==> src/rtl/acappella_pkg.sv <==
// Shared constants and types for the SDRAM arbiter: requester map, bus widths
// and the arbiter FSM state encoding.
package acappella_pkg;

   localparam int NUM_REQ = 5;
   localparam int ADDR_W  = 23;
   localparam int DATA_W  = 32;

   localparam int REQ_LOAD   = 0;
   localparam int REQ_MIX    = 1;
   localparam int REQ_PITCH  = 2;
   localparam int REQ_RECORD = 3;
   localparam int REQ_PLAY   = 4;

   typedef enum logic [1:0] {
      IDLE,
      BUSY,
      RELEASE
   } arb_state_t;

   // Next slot in the 3-way round-robin ring (0 -> 1 -> 2 -> 0).
   function automatic logic [1:0] rr_inc(input logic [1:0] p);
      return (p == 2'd2) ? 2'd0 : p + 2'd1;
   endfunction

endpackage

==> src/rtl/sdram_rr_picker.sv <==
// Combinational round-robin search over the three low-priority requesters,
// starting at the pointer slot.
module sdram_rr_picker
   import acappella_pkg::*;
(
   input  logic [1:0] ptr,
   input  logic [2:0] mask,
   output logic [1:0] winner,
   output logic       valid
);

   logic [1:0] c0, c1, c2;

   assign c0 = ptr;
   assign c1 = rr_inc(c0);
   assign c2 = rr_inc(c1);

   always_comb begin
      winner = 2'd0;
      valid  = 1'b1;
      if (mask[c0])      winner = c0;
      else if (mask[c1]) winner = c1;
      else if (mask[c2]) winner = c2;
      else               valid  = 1'b0;
   end

endmodule

==> src/rtl/sdram_arbiter.sv <==
// Single-owner SDRAM bus arbiter: fixed priority play > record, then
// round-robin over load/mix/pitch. One transaction at a time, no preemption.
module sdram_arbiter
   import acappella_pkg::*;
#(
   parameter int NUM_REQ = acappella_pkg::NUM_REQ,
   parameter int ADDR_W  = acappella_pkg::ADDR_W,
   parameter int DATA_W  = acappella_pkg::DATA_W
) (
   input  logic                             i_clk,
   input  logic                             i_rst,
   input  logic [NUM_REQ-1:0]               req_read,
   input  logic [NUM_REQ-1:0]               req_write,
   input  logic [NUM_REQ-1:0][ADDR_W-1:0]   req_addr,
   input  logic [NUM_REQ-1:0][DATA_W-1:0]   req_writedata,
   output logic [DATA_W-1:0]                req_readdata,
   output logic [NUM_REQ-1:0]               req_finished,
   output logic [ADDR_W-1:0]                sdram_addr,
   output logic                             sdram_read,
   output logic                             sdram_write,
   output logic [DATA_W-1:0]                sdram_writedata,
   input  logic [DATA_W-1:0]                sdram_readdata,
   input  logic                             sdram_finished,
   output logic [2:0]                       grant_id,
   output logic                             busy,
   output logic                             arb_error
);

   arb_state_t           state;
   logic [1:0]           rr_ptr;
   logic [NUM_REQ-1:0]   pending;
   logic [1:0]           rr_win;
   logic                 rr_valid;
   logic [2:0]           win_id;
   logic                 win_valid;
   logic                 win_rr;
   logic                 win_wr;
   logic                 win_both;

   assign pending = req_read | req_write;

   sdram_rr_picker u_rr (
      .ptr    (rr_ptr),
      .mask   (pending[2:0]),
      .winner (rr_win),
      .valid  (rr_valid)
   );

   always_comb begin
      win_id = {1'b0, rr_win};
      win_rr = 1'b0;
      if (pending[REQ_PLAY])        win_id = 3'(REQ_PLAY);
      else if (pending[REQ_RECORD]) win_id = 3'(REQ_RECORD);
      else                          win_rr = rr_valid;
      win_valid = |pending;
      win_wr    = req_write[win_id];
      win_both  = req_read[win_id] & req_write[win_id];
   end

   always_ff @(posedge i_clk) begin
      if (i_rst) begin
         state           <= IDLE;
         rr_ptr          <= 2'd0;
         sdram_addr      <= '0;
         sdram_writedata <= '0;
         sdram_read      <= 1'b0;
         sdram_write     <= 1'b0;
         req_finished    <= '0;
         req_readdata    <= '0;
         grant_id        <= 3'd0;
         busy            <= 1'b0;
         arb_error       <= 1'b0;
      end else begin
         req_finished <= '0;
         case (state)
            IDLE: begin
               if (win_valid) begin
                  grant_id        <= win_id;
                  sdram_addr      <= req_addr[win_id];
                  sdram_writedata <= req_writedata[win_id];
                  // Read+write together resolves to a write and is flagged.
                  sdram_write     <= win_wr;
                  sdram_read      <= ~win_wr;
                  busy            <= 1'b1;
                  if (win_both) arb_error <= 1'b1;
                  if (win_rr)   rr_ptr    <= rr_inc(rr_win);
                  state           <= BUSY;
               end
            end
            BUSY: begin
               if (sdram_finished) begin
                  sdram_read             <= 1'b0;
                  sdram_write            <= 1'b0;
                  req_finished[grant_id] <= 1'b1;
                  if (sdram_read) req_readdata <= sdram_readdata;
                  state                  <= RELEASE;
               end
            end
            RELEASE: begin
               // Requests are ignored here so the just-served requester has
               // time to drop its level request.
               busy  <= 1'b0;
               state <= IDLE;
            end
            default: state <= IDLE;
         endcase
      end
   end

endmodule

==> config.mk <==
export PLATFORM = sky130hd
export DESIGN_NAME = sdram_arbiter
export DESIGN_NICKNAME = d
export VERILOG_FILES = /design/src/rtl/acappella_pkg.sv /design/src/rtl/sdram_rr_picker.sv /design/src/rtl/sdram_arbiter.sv
export SDC_FILE = /design/constraint.sdc
export NUM_CORES = 1
export LEC_CHECK = 0
export BUFFER_PORTS_ARGS = -buffer_cell sky130_fd_sc_hd__buf_4
export CAP_MARGIN = 20
export CORE_AREA = 2 2 163 165
export CTS_CLUSTER_DIAMETER = 100
export CTS_CLUSTER_SIZE = 24
export DETAILED_ROUTE_END_ITERATION = 6
export DIE_AREA = 0 0 165 167
export RECOVER_POWER = 50
export REMOVE_ABC_BUFFERS = 1
export SLEW_MARGIN = 30
export SYNTH_ARGS = -nofsm -noshare
export SYNTH_HDL_FRONTEND = slang
export SYNTH_HIERARCHICAL = 1
export SYNTH_SLANG_ARGS = --single-unit
==> constraint.sdc <==
create_clock -name i_clk -period 3.2 [get_ports i_clk]
set_input_delay 0.48 -clock i_clk [delete_from_list [all_inputs] [get_ports i_clk]]
set_output_delay 0.48 -clock i_clk [all_outputs]
set_load 0.005 [all_outputs]
After elaboration in Yosys (flattened, before gate mapping):

Index checks and enable logic that the tools add are counted.

* add/sub/neg operators: 3
* $lt $le $gt $ge: 6
* equality and inequality tests: 7
* multiplexer cells: 39
* bitwise logic cells: 5
* reduce and logical (&&, ||, !) cells: 13

Operators with widths (count)
* 32-bit binary-select mux with 3-bit select: 1
* 23-bit binary-select mux with 3-bit select: 1
* 32-bit 2-to-1 mux: 1
* 23-bit 2-to-1 mux: 1
* 2-bit 2-to-1 mux: 9
* 1-bit 2-to-1 mux: 15
* 3-bit AND reduction: 4
* 2-bit by 3-bit less-than comparator with 1-bit output, second input constant: 3
* 2-bit == test, second input constant: 4
* 3-bit by 4-bit less-than comparator with 1-bit output, second input constant: 2
* 2-bit by 1-bit adder with 2-bit output, second input constant: 3
* 1-bit binary-select mux with 2-bit select: 3
* 1-bit binary-select mux with 3-bit select: 2
* 1-bit case mux with 2 select lines: 3
* 2-bit AND reduction: 3
* 5-bit OR: 1
* 5-bit OR reduction: 1
* 2-bit inequality test, second input constant: 2
* 2-bit case mux with 2 select lines: 1
* 2-bit nonzero test: 2
* 1-bit demux with 3-bit select: 1
* 3-bit by 1-bit greater-or-equal comparator with 1-bit output, second input constant: 1
* 3-bit 2-to-1 mux: 1
* 1-bit inverter: 3
* 5 further kinds: 5

* register bits: 103
* bits of input ports: 320
* output and inout bits: 99
* logic and storage cells: 84

Depth between registers and ports, before layout:

Gate-level depths: netlist (run 1).

* depth after elaboration: 16
* gate-level depth with buffers: 9

By module:

The synthesis (run 1) kept the hierarchy.

By module, submodules not included
* sdram_arbiter: times used 1, cells an instance 680, area an instance 5888.1 µm²
* sdram_rr_picker: times used 1, cells an instance 8, area an instance 48.8 µm²

Worst setup path after synthesis (run 1):

OpenSTA, ideal clock, no wires.

* kind: input to register
* from: in req_read[1]
* to: reg sdram_addr[18]
* library setup time: 0.137 ns
* arrival: 2.496 ns
* required time: 3.063 ns
* setup slack: 0.567 ns
* stages on the path: 9
* cells stage by stage: or2_2 > clkbuf_1 > o211a_1 > nor3_1 > buf_2 > buf_2 > mux2_2 > o21ai_0 > a211oi_2

* cells in the longest elaborated chain, start to end: 10
* elaborated cells on any way between the ends: 16
* classes of those cells: mux (13); bitwise (1); reduce/logical (2)

RTL lines
* from (decl): RTL line sdram_arbiter.sv:12 `input logic [NUM_REQ-1:0] req_read,`
* 5-bit OR (*): RTL line sdram_arbiter.sv:40 `assign pending = req_read | req_write;`
* via pending[1]: RTL line sdram_arbiter.sv:31 `logic [NUM_REQ-1:0] pending;`
* 1-bit binary-select mux with 2-bit select: RTL line sdram_rr_picker.sv:23 `else if (mask[c2]) winner = c2;`
* 1-bit 2-to-1 mux (not written as such): RTL line sdram_rr_picker.sv:23
* 2-bit 2-to-1 mux: RTL line sdram_rr_picker.sv:23
* 2-bit 2-to-1 mux: RTL line sdram_rr_picker.sv:22 `else if (mask[c1]) winner = c1;`
* 2-bit 2-to-1 mux (*): RTL line sdram_rr_picker.sv:21 `if (mask[c0]) winner = c0;`
* via rr_win[0]: RTL line sdram_arbiter.sv:32 `logic [1:0] rr_win;`
* 2-bit 2-to-1 mux (*): RTL line sdram_arbiter.sv:53 `else if (pending[REQ_RECORD]) win_id = 3'(REQ_RECORD);`
* 3-bit 2-to-1 mux (*): RTL line sdram_arbiter.sv:52 `if (pending[REQ_PLAY]) win_id = 3'(REQ_PLAY);`
* 23-bit binary-select mux with 3-bit select (*): RTL line sdram_arbiter.sv:79 `sdram_addr <= req_addr[win_id];`
* 23-bit 2-to-1 mux (not written as such) (*): RTL line sdram_arbiter.sv:79
* to (signal assigned): RTL line sdram_arbiter.sv:79
* to (decl): RTL line sdram_arbiter.sv:18 `output logic [ADDR_W-1:0] sdram_addr,`

The timed path passes the listed nets; every way through them passes the cells marked *. The select of a mux whose other input is x is not followed.
A chain may end at the register's enable or synchronous reset.

Final worst setup path (run 1):

* from: in req_read[1]
* to: reg sdram_writedata[29]

* cells in the longest elaborated chain, start to end: 10
* elaborated cells on any way between the ends: 16
* classes of those cells: mux (13); bitwise (1); reduce/logical (2)

RTL lines
* 5-bit OR (*): RTL line sdram_arbiter.sv:40
* 1-bit binary-select mux with 2-bit select: RTL line sdram_rr_picker.sv:23
* 1-bit 2-to-1 mux (not written as such): RTL line sdram_rr_picker.sv:23
* 2-bit 2-to-1 mux: RTL line sdram_rr_picker.sv:23
* 2-bit 2-to-1 mux: RTL line sdram_rr_picker.sv:22
* 2-bit 2-to-1 mux (*): RTL line sdram_rr_picker.sv:21
* via rr_win[0]: RTL line sdram_arbiter.sv:32
* 2-bit 2-to-1 mux (*): RTL line sdram_arbiter.sv:53
* 3-bit 2-to-1 mux (*): RTL line sdram_arbiter.sv:52
* 32-bit binary-select mux with 3-bit select (*): RTL line sdram_arbiter.sv:80 `sdram_writedata <= req_writedata[win_id];`
* 32-bit 2-to-1 mux (not written as such) (*): RTL line sdram_arbiter.sv:80
* to (signal assigned): RTL line sdram_arbiter.sv:80
* to (decl): RTL line sdram_arbiter.sv:21 `output logic [DATA_W-1:0] sdram_writedata,`

Marked as above.

==> results by group, run 1 <==
Synth
  – Yosys warns: 6
  – Most frequent cells after synthesis: 103 x dfxtp_1, 102 x a21oi_1, 71 x nand2_1, 68 x nor2_1, 49 x mux2_2
  – Area share of the largest cell type after synthesis: 0.347
  – Register area share after synthesis: 0.347
  – Avg Cell Area, Syn: 8.63 um2
  – Synth cell types: 52
  – Post-synth EDFFs: 0
  – Most frequent cell after synthesis: dfxtp_1
  – Post-synthesis cell count: around 700
  – Area leader, netlist: dfxtp_1
  – Mapped Area: 5940 um2
  – Ys flop type: dfxtp_1
  – Post-synthesis async set-or-reset flop share: 0
  – Top cells by area, synth: dfxtp_1 35%, mux2_2 9.3%, a21oi_1 8.6%, a211oi_2 6.3%, mux2i_1 4.7%
  – Register bit total from synthesis: 103

Setup path
  – Crit-path cells: buf_4 > or2_2 > o211a_1 > nor3_4 > buf_4 > a222oi_1 > a211oi_1
  – Worst r2r src: rr_ptr[1]$_SDFFE_PP0P_
  – Slowest CP cell: nor3_4
  – R2R cell count: 6
  – Reg2reg end: sdram_writedata[29]$_SDFFE_PP0P_
  – CP arrival: roughly 2.8 ns
  – R2R setup slack: roughly 0.71 ns
  – Cell mode on critical path: buf_4
  – CP endpoint kind: register
  – Slowest Stage Delay on Critical Path: ~0.87 ns
  – Critical Path RT: 3.46 ns
  – Worst Setup Start Kind: primary input
  – Crit Path Max Fanout: 17
  – Setup CP Type: in -> reg

Worst hold path
  – Hold endpoint: req_readdata[25]$_SDFFE_PP0P_
  – Hold Path Depth: 3
  – Hold/Removal Path Class: in -> reg
  – Hold Path Origin: sdram_readdata[25]

Global routing
  – Met1 global-route usage: 0.212
  – Vias in the first global route: a little under 7,000
  – Met2 Use GR: 0.320
  – Largest net degree at the start of global routing: 74
  – Met3 global-route usage: 0.0431
  – Total GRT Usage: 0.181
  – Initial antenna violation count: 0
  – GRT overflow: 0
  – First-pass GRT wire length: 38,700 um
  – Busiest layer in global routing: met2

Die
  – Ports: roughly 420
  – Initial core utilization: 0.230
  – Die H: 167 um
  – Die footprint: 27,600 um2
  – FP Rows: 59
  – Core area: about 26,000 um2
  – Die width: roughly 170 um

Route
  – DRT iter0 DRCs: 350
  – ANT nets after route: 0
  – Post-Route WL: 26,200 um
  – Drt via density: 4.87
  – # DRC: 0
  – Via count: slightly below 7,000
  – Initial DRT Pass Iterations: 5
  – Routed wire per std cell: 18.6 um

STA
  – Tcrit/Tclk final: 0.796
  – RSZ-0062 raised after global routing: false
  – F_max: 0.392 GHz
  – Headroom to the max-slew limit: -0.130
  – Fin. max-slew vios: 74
  – Final Critical Period: 2.55 ns
  – Final worst slack: around 0.65 ns
  – Final count of hold timing violations: 0
  – Slew @ Worst Pin: 1.69 ns
  – Clock skew: between 0.01 and 0.015 ns
  – Number of setup violations in the final report: 0

Flow run
  – Max-Cap Viols: 1

Clock network
  – Post-CTS Setup Bufs: 0
  – Clock latency at the later pin of the worst-skew pair: approximately 0.36 ns
  – Post_cts resized: 0
  – CTS clock-pin slew for the worst setup and hold paths: ~0.09 ns
  – Clk sink count: 103
  – Hold-fix buffers, CTS: 0
  – CTS tree: done
  – Clock Path Buffers: 2
  – TritonCTS buffer count: 9
  – # H-tree levels: 3
  – Clock Tree Root: clkbuf_16

Final layout
  – Finished Core Util: 0.370
  – Fill count: 2,746
  – Antenna Cells: 0
  – Storage element area: 2060 um2
  – Share of post-route cells with drive strength above 1: 0.470
  – Fin nets: approximately 1,400
  – Syn-to-layout area delta: 60.7%
  – Area of the multi-input gates: 3540 um2

Power
  – Seq pwr share: 0.393
  – Clk network pwr share: 0.323
  – PwrDens: 383 nW/um2
  – P_leak: a little over 0.004 uW
  – Sw Ratio: 0.312
  – Combinational share of power: 0.285
  – P_sw: 1140 uW
  – Maximum vdd ir drop: 0.297 mV
  – Int Pwr: approximately 2500 uW

Status
  – Status: finished, violations left
  – Failing checks: capacitance limit, slew limit

Placed design
  – Routability cong.: slightly above 0.8
  – Dpl hpwl: approximately 20,000 um
  – IO Port Bufs: 418
  – Setup slack at placement: 0.336 ns
==> per-stage QoR <==
stage               power, uW  instances  area, um2  hold slack (ns)  setup TNS (ns)
finish                   3650       1409       9540            0.353               0
global route             3840       1409       9540            0.348               0
CTS                      3760       1409       9710            0.336               0
detailed placement       2550       1393       9390            0.447               0
global placement         2540       1393       9390            0.442               0
floorplan                1900        619       5610            0.447         -227.57
==> cell usage in the layout, fill, tap and decap left out, drive strengths merged, types with 2 or more instances in the layout <==
cell type,n
inv,11
a22o,6
nor2,69
nand3b,7
nor3,7
nand2b,3
a21boi,2
or3,5
a222oi,27
mux2i,28
nor2b,6
a21o,2
or4,2
or2,6
mux2,49
nand2,71
nor3b,2
o2111ai,2
dfxtp,103
buf,343
o211ai,6
a21oi,102
clkbuf,105
nor4b,2
nor4,2
a211oi,51
o221ai,2
o41ai,6
o21ai,13
a2bb2oi,16
and3,2
clkinv,2
==> state kept, by name (all words and copies together), names as in the netlist <==
signal	flops
sdram_writedata	32
state	2
sdram_write	1
sdram_read	1
sdram_addr	23
rr_ptr	2
arb_error	1
grant_id	3
req_readdata	32
busy	1
req_finished	5
==> routing by layer <==
metal / wire (um) / vias up
met5: 0 / -
met4: 794 / 0
met3: 2000 / 38
met2: 13000 / 299
met1: 10500 / 3198
li1: - / 3326
==> critical path, delay by kind of cell <==
kind                   cells  cell delay (ns)
AO/OA/AOI/OAI              3             0.62
buffers and inverters      2             0.44
AND/OR/NAND/NOR            2             1.25
==> worst max-delay path by stage <==
| stage | from | endpoint | slack [ns] |
|---|---|---|---|
| 2_1_floorplan | req_read[1] | sdram_addr[17]$_SDFFE_PP0P_ | -4.40 |
| 3_3_place_gp | req_read[1] | sdram_writedata[3]$_SDFFE_PP0P_ | 0.37 |
| 3_5_place_dp | req_read[1] | sdram_writedata[29]$_SDFFE_PP0P_ | 0.34 |
| 4_1_cts | req_read[1] | sdram_writedata[29]$_SDFFE_PP0P_ | 0.69 |
| 5_1_grt | req_read[1] | sdram_addr[21]$_SDFFE_PP0P_ | 0.54 |
| 6_report | req_read[1] | sdram_writedata[29]$_SDFFE_PP0P_ | 0.65 |
==> power groups by stage <==
| stage | Clock [uW] | Sequential, uW | Combinational [uW] |
|---|---|---|---|
| 6_report | 1180 | 1430 | 1040 |
| 5_1_grt | 1260 | 1450 | 1130 |
| 4_1_cts | 1230 | 1440 | 1090 |
| 3_5_place_dp | 0 | 1470 | 1080 |
| 3_3_place_gp | 0 | 1470 | 1070 |
| 2_1_floorplan | 0 | 1460 | 435 |
==> cells by family after synthesis <==
kind of cell | after synthesis | share of synthesized area
multiplexers | 77 | 0.140
AO/OA/AOI/OAI | 246 | 0.310
buffers and inverters | 75 | 0.0584
AND/OR/NAND/NOR | 187 | 0.144
flip-flops | 103 | 0.347
==> layout make-up <==
type / count / area share
inverter: 6 / 0.00236
multi-input combinational: 510 / 0.372
clock inverter: 7 / 0.00931
clock buffer: 9 / 0.0236
sequential: 103 / 0.216
timing repair buffer: 439 / 0.333
tap: 335 / 0.0439
Note: power is estimated with default switching activity, not from simulation.
==> run 2, diff against run 1 <==
Clock period 3.2 ns to 2.5 ns, I/O delays scaled along.
==> run 2 against run 1 <==
The run ends with DRC left. Highest routed layer unchanged. Clock skew rose by 0.00052 ns. Flip-flop and latch count stayed put. Combinational power grew 33%. Critical endpoint is now sdram_writedata[1]$_SDFFE_PP0P_. Largest cell class unchanged.
==> results by group, run 2 (synthesized netlist as in run 1, its figures left out) <==
Status
  – Status: finished, violations left
  – Failing checks: DRC

Final layout
  – Storage element area: 2060 um2
  – Biggest regs: req_readdata (32), sdram_writedata (32), sdram_addr (23)
  – Commonest non-fill, non-tap cells in the layout: 355 x buf_4, 103 x dfxtp_1, 102 x a21oi_1
  – Post-Layout Cell Count: roughly 1,400
  – Most common cell after layout, fill and taps aside: buf_4
  – Area of the multi-input gates: approximately 3600 um2
  – Fill count: 2,651
  – Syn-to-layout area delta: 65.1%
  – Fin nets: 1,414
  – Share of post-route cells with drive strength above 1: 0.481

Setup path
  – R2R cell count: 8
  – Worst Setup Start Kind: primary input
  – CP arrival: 2.63 ns
  – Setup CP Type: in -> reg
  – Crit Path Max Fanout: 27
  – Worst r2r src: rr_ptr[1]$_SDFFE_PP0P_
  – Crit path from: req_read[2]
  – Slowest CP cell: nor2_4
  – Crit-path cells: buf_4 > or2_2 > a21boi_1 > o21a_1 > buf_4 > nand2b_1 > nor2_4 > a222oi_1 > buf_4 > a211oi_2
  – Cell mode on critical path: buf_4
  – R2R setup slack: 0.18 ns
  – Critical Path End: sdram_writedata[1]$_SDFFE_PP0P_
  – Reg2reg end: sdram_writedata[31]$_SDFFE_PP0P_
  – CP endpoint kind: register
  – Slowest Stage Delay on Critical Path: 0.60 ns
  – Critical Path RT: 2.78 ns

Die
  – Core area: 25,800 um2
  – Initial core utilization: 0.230
  – Die width: around 170 um
  – Ports: 419
  – FP Rows: 59
  – Die H: 167 um
  – Die footprint: 27,600 um2

Global routing
  – Vias in the first global route: between 7,000 and 8,000
  – Initial antenna violation count: 1
  – GRT overflow: 0
  – Largest net degree at the start of global routing: 68
  – First-pass GRT wire length: about 40,000 um
  – Total GRT Usage: 0.185

STA
  – Slew @ Worst Pin: 0.875 ns
  – Final worst slack: 0.146 ns
  – F_max: between 0.4 and 0.5 GHz
  – Final count of hold timing violations: 0
  – Tcrit/Tclk final: 0.941
  – Number of setup violations in the final report: 0
  – RSZ-0062 raised after global routing: false
  – Clock skew: 0.0106 ns
  – Headroom to the max-slew limit: 0.417
  – Fin. max-slew vios: 0
  – Final Critical Period: 2.35 ns

Route
  – Initial DRT Pass Iterations: 7
  – Via count: 6,944
  – Post-Route WL: 26,500 um
  – Drt via density: about 4.8
  – ANT nets after route: 0
  – # DRC: 4
  – DRT iter0 DRCs: 496
  – Routed wire per std cell: 18.4 um

Placed design
  – Dpl hpwl: 20,600 um
  – Placed insts: 1,418
  – Routability cong.: 0.811
  – IO Port Bufs: about 420
  – Setup slack at placement: -0.181 ns

Clock network
  – Clock Path Buffers: 2
  – Clk sink count: 103
  – CTS tree: done
  – # H-tree levels: 3
  – Clock Tree Root: clkbuf_16
  – CTS clock-pin slew for the worst setup and hold paths: 0.09 ns
  – TritonCTS buffer count: 9
  – Clock latency at the later pin of the worst-skew pair: around 0.36 ns

Power
  – Maximum vdd ir drop: 0.280 mV
  – Clk network pwr share: 0.315
  – Seq pwr share: 0.392
  – P_sw: 1450 uW
  – PwrDens: 478 nW/um2
  – Combinational share of power: 0.294
  – Sw Ratio: 0.308
  – Int Pwr: 3240 uW
  – P_leak: between 0.004 and 0.005 uW

Worst hold path
  – Hold/Removal Path Class: in -> reg

Flow run
  – Max-Cap Viols: 0
-- run 2: final cells by class --
class | count | share of cell area
inverter | 6 | 0.00230
sequential | 103 | 0.210
timing repair buffer | 464 | 0.351
tap | 335 | 0.0428
multi-input combinational | 510 | 0.362
clock buffer | 9 | 0.0230
antenna | 1 | 0.000255
clock inverter | 7 | 0.00842
-- run 2: critical path: cells and delay by family --
family / cells / cell delay (ns)
AOI/OAI and AO/OA: 4 / 0.68
buffers and inverters: 3 / 0.45
and+or+nand+nor: 3 / 1.10
-- run 2: power groups by stage --
stage          sequential [uW]  combinational [uW]  clock [uW]
2_1_floorplan             1870                 556           0
3_3_place_gp              1880                1430           0
3_5_place_dp              1880                1440           0
4_1_cts                   1840                1440        1550
5_1_grt                   1850                1490        1600
6_report                  1830                1380        1480
-- run 2: what timing repair did --
item,CTS,global route
setup buffers,0,0
hold buffers,0,0
endpoints found under the setup margin,0,10
resized for setup,0,2
-- run 2: worst min-delay path by stage --
stage,depth (start not counted),slack (ns),to,startpoint
detailed placement,2,0.45,req_readdata[23]$_SDFFE_PP0P_,req_readdata[23]$_SDFFE_PP0P_
floorplan,1,0.44,sdram_addr[17]$_SDFFE_PP0P_,i_rst
finish,3,0.25,req_readdata[19]$_SDFFE_PP0P_,sdram_readdata[19]
CTS,3,0.23,req_readdata[23]$_SDFFE_PP0P_,sdram_readdata[23]
global route,3,0.24,req_readdata[19]$_SDFFE_PP0P_,sdram_readdata[19]
global placement,2,0.44,req_readdata[7]$_SDFFE_PP0P_,req_readdata[7]$_SDFFE_PP0P_
-- run 2: per-stage QoR --
stage	power (uW)	instance area, um2	hold WS, ns	setup TNS, ns	utilization
after floorplan	2430	5610	0.440	-261.03	-
after global placement	3310	9630	0.442	-5.22	0.374
after detailed placement	3310	9650	0.447	-4.28	0.375
after CTS	4830	9960	0.230	0	0.387
after global routing	4940	9800	0.236	0	0.381
final	4690	9800	0.252	0	0.381
-- run 2: layer usage --
layer  global-route usage  vias to the layer above  part of all wire
li1                     -                     3375                 -
met1                0.210                     3221              0.39
met2                0.327                      311              0.50
met3               0.0531                       37             0.086
met4               0.0628                        0             0.027
met5                    0                        -                 0
==> run 3, diff against run 2 <==
Settings changed: RECOVER_POWER 50 to 25.
==> run 3 against run 2 <==
Design area increased by 1.0%. Final cell count unchanged. The run still ends with DRC left. First-iteration DRC count decreased by 5.8%. Combinational power about the same. Via count increased by 0.39%. Sequential share of layout area decreased by 0.21 points. Die area unchanged. Largest power group unchanged. Clock power about the same. Critical path depth decreased by 1. Worst hold slack about the same. Worst setup slack got worse by 0.012 ns. Clock skew increased by 0.00071 ns.
==> results by group, run 3 (synthesized netlist as in run 1, its figures left out) <==
Route
  – DRT iter0 DRCs: 467
  – Routed wire per std cell: 18.5 um
  – ANT nets after route: 0
  – Post-Route WL: 26,600 um
  – Drt via density: 4.86
  – Via count: roughly 7,000
  – Initial DRT Pass Iterations: 7
  – # DRC: 4

Setup path
  – Setup CP Type: in -> reg
  – Slowest CP cell: nor2_4
  – R2R cell count: 8
  – Crit Path Max Fanout: 27
  – CP endpoint kind: register
  – R2R setup slack: 0.18 ns
  – Crit path from: req_read[2]
  – Crit-path cells: buf_4 > or2_2 > a21oi_1 > o211a_1 > nand2b_1 > nor2_4 > a222oi_1 > buf_4 > a211oi_2
  – Slowest Stage Delay on Critical Path: around 0.60 ns
  – CP arrival: 2.64 ns
  – Worst Setup Start Kind: primary input
  – Critical Path RT: ~2.8 ns
  – Worst r2r src: rr_ptr[1]$_SDFFE_PP0P_
  – Cell mode on critical path: buf_4

Die
  – Die footprint: roughly 28,000 um2
  – Die width: 165 um
  – Ports: 419
  – Initial core utilization: 0.230
  – Die H: 167 um
  – FP Rows: between 50 and 60
  – Core area: 25,800 um2

Placed design
  – Dpl hpwl: 20,600 um
  – Routability cong.: 0.811
  – IO Port Bufs: 418

STA
  – Tcrit/Tclk final: 0.946
  – Headroom to the max-slew limit: 0.417
  – RSZ-0062 raised after global routing: false
  – Total negative slack: 0 ns
  – Fin. max-slew vios: 0
  – Final count of hold timing violations: 0
  – Number of setup violations in the final report: 0
  – Clock skew: about 0.011 ns
  – Final Critical Period: between 2 and 2.5 ns
  – F_max: 0.423 GHz
  – Slew @ Worst Pin: 0.874 ns
  – Hold_ws: 0.252 ns

Final layout
  – Fill count: 2,623
  – Fin nets: 1,414
  – Most common cell after layout, fill and taps aside: buf_4
  – Area of the multi-input gates: 3550 um2
  – Finished Core Util: 0.384
  – Storage element area: a little over 2000 um2
  – Share of post-route cells with drive strength above 1: 0.505
  – Commonest non-fill, non-tap cells in the layout: 404 x buf_4, 103 x dfxtp_1, 102 x a21oi_1
  – Syn-to-layout area delta: 66.8%
  – Biggest regs: req_readdata (32), sdram_writedata (32), sdram_addr (23)

Global routing
  – First-pass GRT wire length: 39,600 um
  – Total GRT Usage: 0.185
  – GRT overflow: 0
  – Largest net degree at the start of global routing: 68
  – Initial antenna violation count: 1
  – Vias in the first global route: roughly 7,100

Clock network
  – Clock Path Buffers: 2
  – CTS tree: done
  – # H-tree levels: 3
  – Clock Tree Root: clkbuf_16
  – TritonCTS buffer count: 9
  – Hold-fix buffers, CTS: 0
  – CTS clock-pin slew for the worst setup and hold paths: 0.09 ns
  – Clk sink count: 103
  – Clock latency at the later pin of the worst-skew pair: 0.36 ns

Flow run
  – Max-Cap Viols: 0

Worst hold path
  – Hold Path Origin: sdram_readdata[19]
  – Hold Path Depth: 3
  – Hold/Removal Path Class: in -> reg

Status
  – Status: finished, violations left
  – Failing checks: DRC

Power
  – Total power: ~4700 uW
  – PwrDens: 477 nW/um2
  – P_leak: 0.00431 uW
  – Maximum vdd ir drop: ~0.28 mV
-- run 3: cell count changes in the layout (fill, tap and decap cells not counted), sizes merged --
cell and change:
buf +49, clkbuf -49
-- run 3: path summary, 6_finish.rpt --
path                                                    endpoint
worst max register to register  sdram_writedata[31]$_SDFFE_PP0P_
worst max-delay path             sdram_writedata[1]$_SDFFE_PP0P_
worst min register to register     req_readdata[10]$_SDFFE_PP0P_
worst min-delay path               req_readdata[19]$_SDFFE_PP0P_
-- run 3: per-layer routing --
| layer | vias up | GRT usage | part of all wire |
|---|---|---|---|
| li1 | 3384 | - | - |
| met2 | 329 | 0.327 | 0.50 |
| met5 | - | 0 | 0 |
| met3 | 36 | 0.0531 | 0.088 |
| met4 | 0 | 0.0628 | 0.027 |
| met1 | 3222 | 0.210 | 0.39 |
-- run 3: area by class of cell --
| cell class | instances | share of cell area |
|---|---|---|
| Multi-Input combinational cell | 510 | 0.359 |
| Timing Repair Buffer | 464 | 0.357 |
| Sequential cell | 103 | 0.208 |
| Tap cell | 335 | 0.0423 |
| Clock buffer | 9 | 0.0227 |
| Clock inverter | 7 | 0.00834 |
| Inverter | 6 | 0.00227 |
| Antenna cell | 1 | 0.000253 |
-- run 3: report_power, final --
| part | total [uW] | internal [uW] | switching, uW |
|---|---|---|---|
| registers | 1840 | 1760 | 75.4 |
| clock network | 1480 | 720 | 758 |
| logic | 1400 | 789 | 615 |
-- run 3: through the flow --
| step | worst slack, ns | cell area [um2] | instances |
|---|---|---|---|
| global placement | -0.278 | 9630 | 1416 |
| finish | 0.134 | 9900 | 1435 |
| CTS | 0.0936 | 9960 | 1434 |
| detailed placement | -0.181 | 9650 | 1418 |
| floorplan | -4.99 | 5610 | 619 |
| global route | 0.0208 | 9900 | 1435 |
-- run 3: critical path, delay by kind of cell --
kind | cells | cell delay, ns
buf+inv | 2 | 0.29
compound gates | 4 | 0.88
simple gates | 3 | 1.08
-- run 3: what timing repair did --
item / in CTS / in global routing
gates resized for setup: 0 / 2
hold endpoints to repair: 0 / 0
buffers inserted: 0 / 0
setup endpoints to repair: 0 / 10
